File: src/rtl/alu_pkg.sv
// Shared constants for the ALU and its two-client arbiter: opcodes, flag
// bit positions and the arbiter FSM state encoding.
package alu_pkg;

  localparam logic [3:0] OP_ADD    = 4'b0000;
  localparam logic [3:0] OP_SUB    = 4'b0001;
  localparam logic [3:0] OP_AND    = 4'b0010;
  localparam logic [3:0] OP_OR     = 4'b0011;
  localparam logic [3:0] OP_XOR    = 4'b0100;
  localparam logic [3:0] OP_INC    = 4'b0101;
  localparam logic [3:0] OP_PASS_A = 4'b0110;

  // Bit positions inside the 3-bit {overflow, negative, zero} flag vector.
  localparam int FLAG_OVF  = 2;
  localparam int FLAG_NEG  = 1;
  localparam int FLAG_ZERO = 0;

  typedef enum logic [1:0] {
    IDLE = 2'd0,
    EXEC = 2'd1,
    RESP = 2'd2
  } arb_state_e;

endpackage

File: src/rtl/rr_arbiter_2.sv
// Two-way round-robin grant: a lone requester always wins, and on a tie
// the requester that did not win last time is picked.
module rr_arbiter_2 (
  input  logic [1:0] valid,
  input  logic       last_grant,
  output logic       grant_valid,
  output logic       grant_id
);

  assign grant_valid = |valid;

  always_comb begin
    grant_id = 1'b0;
    if (valid == 2'b11) begin
      grant_id = ~last_grant;
    end else begin
      grant_id = valid[1];
    end
  end

endmodule

File: src/rtl/alu_arbiter.sv
// Shares one combinational ALU between two valid/ready requesters and returns
// each result on a single tagged response channel.
//
// Handshakes: a transfer happens on a rising clk edge where valid and ready
// are both high; valid never waits for ready, ready may depend on valid.
module alu_arbiter
  import alu_pkg::*;
#(
  parameter int BW = 16
) (
  input  logic          clk,
  input  logic          rst_n,
  input  logic          req0_valid,
  output logic          req0_ready,
  input  logic [BW-1:0] req0_a,
  input  logic [BW-1:0] req0_b,
  input  logic [3:0]    req0_op,
  input  logic          req1_valid,
  output logic          req1_ready,
  input  logic [BW-1:0] req1_a,
  input  logic [BW-1:0] req1_b,
  input  logic [3:0]    req1_op,
  output logic          rsp_valid,
  input  logic          rsp_ready,
  output logic          rsp_id,
  output logic [BW-1:0] rsp_out,
  output logic [2:0]    rsp_flags,
  output logic [BW-1:0] alu_a,
  output logic [BW-1:0] alu_b,
  output logic [3:0]    alu_op,
  input  logic [BW-1:0] alu_out,
  input  logic [2:0]    alu_flags,
  output logic [1:0]    dbg_state
);

  arb_state_e state_q, state_d;
  logic       last_grant_q;
  logic       grant_valid;
  logic       grant_id;
  logic       accept;

  rr_arbiter_2 u_rr (
    .valid       ({req1_valid, req0_valid}),
    .last_grant  (last_grant_q),
    .grant_valid (grant_valid),
    .grant_id    (grant_id)
  );

  assign dbg_state = state_q;

  always_comb begin
    state_d    = state_q;
    req0_ready = 1'b0;
    req1_ready = 1'b0;
    accept     = 1'b0;
    case (state_q)
      IDLE: begin
        if (grant_valid) begin
          accept     = 1'b1;
          req0_ready = ~grant_id;
          req1_ready = grant_id;
          state_d    = EXEC;
        end
      end
      EXEC: state_d = RESP;
      RESP: begin
        if (rsp_ready) begin
          state_d = IDLE;
        end
      end
      default: state_d = IDLE;
    endcase
  end

  always_ff @(posedge clk or negedge rst_n) begin
    if (!rst_n) begin
      state_q      <= IDLE;
      last_grant_q <= 1'b1;
      alu_a        <= '0;
      alu_b        <= '0;
      alu_op       <= '0;
      rsp_valid    <= 1'b0;
      rsp_id       <= 1'b0;
      rsp_out      <= '0;
      rsp_flags    <= '0;
    end else begin
      state_q <= state_d;
      // ALU operand registers only move on an accepted request.
      if (accept) begin
        alu_a        <= grant_id ? req1_a  : req0_a;
        alu_b        <= grant_id ? req1_b  : req0_b;
        alu_op       <= grant_id ? req1_op : req0_op;
        rsp_id       <= grant_id;
        last_grant_q <= grant_id;
      end
      if (state_q == EXEC) begin
        rsp_out   <= alu_out;
        rsp_flags <= alu_flags;
        rsp_valid <= 1'b1;
      end
      if ((state_q == RESP) && rsp_ready) begin
        rsp_valid <= 1'b0;
      end
    end
  end

endmodule

File: config.mk
export PLATFORM = sky130hd
export DESIGN_NAME = alu_arbiter
export DESIGN_NICKNAME = d
export VERILOG_FILES = /design/src/rtl/alu_pkg.sv /design/src/rtl/rr_arbiter_2.sv /design/src/rtl/alu_arbiter.sv
export SDC_FILE = /design/constraint.sdc
export NUM_CORES = 1
export LEC_CHECK = 0
export CAP_MARGIN = 30
export CORE_MARGIN = 4
export CORE_UTILIZATION = 37
export DETAILED_ROUTE_END_ITERATION = 12
export PLACE_DENSITY = 0.79
export SYNTH_ARGS = -nofsm -noshare
export SYNTH_HDL_FRONTEND = slang
export SYNTH_SLANG_ARGS = --single-unit
File: constraint.sdc
create_clock -name clk -period 2 [get_ports clk]
set_clock_uncertainty 0.15 [all_clocks]
set_input_delay 0.4 -clock clk [delete_from_list [all_inputs] [get_ports clk]]
set_output_delay 0.4 -clock clk [all_outputs]
set_load 0.01 [all_outputs]
==> summary.md <==
| Metric | Value |
|---|---|
| Status | `finished, final reports clean` |
| Syn. warnings | `0` |
| Final hold vios | `0` |
| Number of diodes | `0` |
| Congestion Overflow GR | `0` |
| Non-Filler Instances | `around 460` |
| Required @ worst endpoint | `between 2 and 2.5 ns` |
| Final ANT Viol Nets | `0` |
| Avg WL per Cell | `~17 um` |
| Setup crit end kind | `register` |
| I/O pins | `157` |
| Mapped Cells | `between 200 and 250` |
| Hold Crit Start | `rsp_id` |
| Critical Path Fanout Max | `37` |
| Clk buf depth | `2` |
| CTS tree | `done` |
| Pwr/cell area | `roughly 1500 nW/um^2` |
| Finished Core Util | `0.683` |
| Post-layout nets | `474` |
| Via density | `roughly 5` |
| RD Place Congestion | `0.747` |
| Dpl cells | `about 440` |
| Mapped cell area | `2550 sq um` |
| Clk root buf | `clkbuf_8` |
| Worst vdd ir | `a little over 0.0007 V` |
| Dpl cell area | `around 4200 sq um` |
| Via count | `around 2400` |
| Reg clk slew, reported paths | `~0.06 ns` |
| Switching Fraction | `0.328` |
| Static Leakage | `1.96 nW` |
| First-pass GRT wire length | `12300 um` |
| Cell-internal power | `approximately 4.5 mW` |
| Yosys cell types | `22` |
| Final instance area | `~4500 sq um` |
| CTS sink cnt | `60` |
| I/O Buffers | `around 160` |
| Slew Viols, Final | `0` |
| # setup viols final | `0` |
| Place WS | `-0.452 ns` |
| Clock group share of total power | `0.158` |
| Critical Path AT | `about 2.0 ns` |
| Die ar. | `between 8000 and 9000 sq um` |
| Avg Cell Area, Syn | `12.0 sq um` |
| H-Tree Depth | `3` |
| TritonCTS buffer count | `9` |
| Sw power | `2.17 mW` |
| Number of global-route vias before repair | `between 2000 and 2500` |
| Gr usage total | `0.188` |
| Launching point of the worst reg2reg path | `dbg_state[0]` |
| R2R depth | `6` |
| Worst Hold Class | `reg -> reg` |
| Post-synthesis to final-layout area growth | `74.9%` |
| Row count | `29` |
| Min Hold Slack | `roughly 0.32 ns` |
| Crit Path Class | `reg -> reg` |
| Fmax | `around 520 MHz` |
| Hold path endpoint | `rsp_id` |
| #FFs+latches synth | `60` |
| Die Y | `between 90 and 100 um` |
| Largest net degree at the start of global routing | `between 60 and 70` |
| Rel. slew slack | `0.787` |
| Drt first pass iters | `4` |
| Worst setup SP type | `register` |
| Starting DRT DRC Count | `83` |
| Flop-to-flop setup slack | `a little under 0.09 ns` |
| Initial antenna violation count | `0` |
| Worst Setup SP | `dbg_state[0]` |
| Max-cap viol count | `0` |
| RR Endpoint | `alu_b[1]` |
| Die X | `91.0 um` |
| Final setup margin | `0.0884 ns` |
| Sequential fraction of the synthesis area | `0.590` |
| Crit share post-route | `0.956` |
| Detailed Place HPWL | `about 5700 um` |
| Reg power frac | `0.328` |
| Period minus WS final | `between 1.5 and 2 ns` |
| Routed wire length | `~7700 um` |
| Syn nets | `around 310` |
| DRC viols | `0` |
| Share of post-route cells with drive strength above 1 | `0.154` |
| Hold depth | `1` |
| Core Region | `between 6000 and 7000 sq um` |
| Logic pwr share | `0.514` |
| Clock insertion delay at the later pin of the skew report | `0.32 ns` |
| Actual slew at the worst max-slew pin | `about 0.32 ns` |
| Initial Utilization | `0.390` |
[cell families after synthesis]
kind of cell / count (synthesis) / synth area share
simple gates: 59 / 0.115
mux: 19 / 0.0839
flops: 60 / 0.590
buf+inv: 20 / 0.0471
compound gates: 55 / 0.164
[registers in the layout, indices dropped and copies added (netlist names)]
| register | cells |
|---|---|
| alu_a | 16 |
| alu_b | 16 |
| rsp_out | 16 |
| alu_op | 4 |
| rsp_flags | 3 |
| dbg_state | 2 |
| last_grant_q | 1 |
| rsp_id | 1 |
| rsp_valid | 1 |
[critical path, stage by stage, from the launching register on]
cell and delay [ns]:
dfrtp_1 0.37, buf_4 0.14, nor2_2 0.13, buf_8 0.24
nand2_1 0.19, buf_12 0.20, a221o_1 0.35
[metal layers]
layer  up-vias  global-route usage  wire, um
met5         -                   0         0
met3        18              0.0595       577
li1       1117                   -         -
met4         0              0.0905       235
met1      1119               0.223      3030
met2       107               0.308      3820
[synthesized netlist by cell type (all sizes together)]
cell | instances | share of area
nor3 | 1 | 0.0020
nand2 | 29 | 0.043
mux2 | 19 | 0.084
nor2 | 3 | 0.0044
dfrtp | 59 | 0.58
inv | 2 | 0.0029
buf | 14 | 0.038
a21oi | 14 | 0.027
a21bo | 1 | 0.0039
dfstp | 1 | 0.010
clkbuf | 4 | 0.0059
a221o | 23 | 0.090
and3 | 24 | 0.061
a31oi | 13 | 0.032
a21boi | 1 | 0.0029
nand2b | 1 | 0.0025
o21ai | 1 | 0.0020
a21o | 2 | 0.0059
or2 | 1 | 0.0025
[final cells by class]
class / instances / area (sq um)
fillers: 501 / 2070
repair buffers: 172 / 1710
flip-flops and latches: 60 / 1500
multi-input cells: 133 / 943
clock buffers: 10 / 138
well taps: 77 / 96.3
clock inverters: 5 / 52.6
inverters: 2 / 11.3
[stage by stage]
stage                     TNS (ns)  total power, mW
after floorplan                  0             3.74
after global placement       -7.93             5.52
after detailed placement     -9.02             5.61
after CTS                        0             6.70
after global routing       -0.0544             7.07
final                            0             6.63
[power groups by stage]
stage	Sequential (mW)	Clock (mW)	Combinational (mW)
6_report	2.18	1.05	3.41
2_1_floorplan	2.47	0	1.27
4_1_cts	2.18	1.09	3.43
3_3_place_gp	2.17	0	3.35
5_1_grt	2.26	1.14	3.66
3_5_place_dp	2.20	0	3.41
[repair_timing]
action / in CTS / in global routing
gates resized for setup: 12 / 4
cloned: 0 / 0
hold buffers: 1 / 0
setup buffers: 1 / 0
setup endpoints to repair: 4 / 38
hold endpoints to repair: 59 / 0
[worst max-delay path by stage]
| stage | to | slack [ns] | cells after the start |
|---|---|---|---|
| 2_1_floorplan | alu_a[0] | 0.29 | 6 |
| 3_3_place_gp | req1_ready | -0.43 | 4 |
| 3_5_place_dp | req1_ready | -0.45 | 4 |
| 4_1_cts | req0_ready | 0.02 | 4 |
| 5_1_grt | alu_b[1] | -0.02 | 6 |
| 6_report | alu_b[1] | 0.09 | 6 |
[cell usage in the layout (no fill, tap or decap), drive strengths merged]
master         synthesis  layout
nand2                 29      29
clkinv                 0       3
a21oi                 14      14
or2                    1       1
and3                  24      24
a21boi                 1       1
dfrtp                 59      59
dlygate4sd2            0       2
o21ai                  1       1
a221o                 23      23
nor3                   1       1
dfstp                  1       1
a31oi                 13      13
mux2                  19      19
a21bo                  1       1
nor2                   3       3
clkbuf                 4      10
inv                    2       1
a21o                   2       2
dlygate4sd3            0       1
buf                   14      18
dlymetal6s2s           0       1
bufinv                 0       1
clkinvlp               0       2
nand2b                 1       1
clkdlybuf4s50          0     150
(Power assumes the default switching activity.)
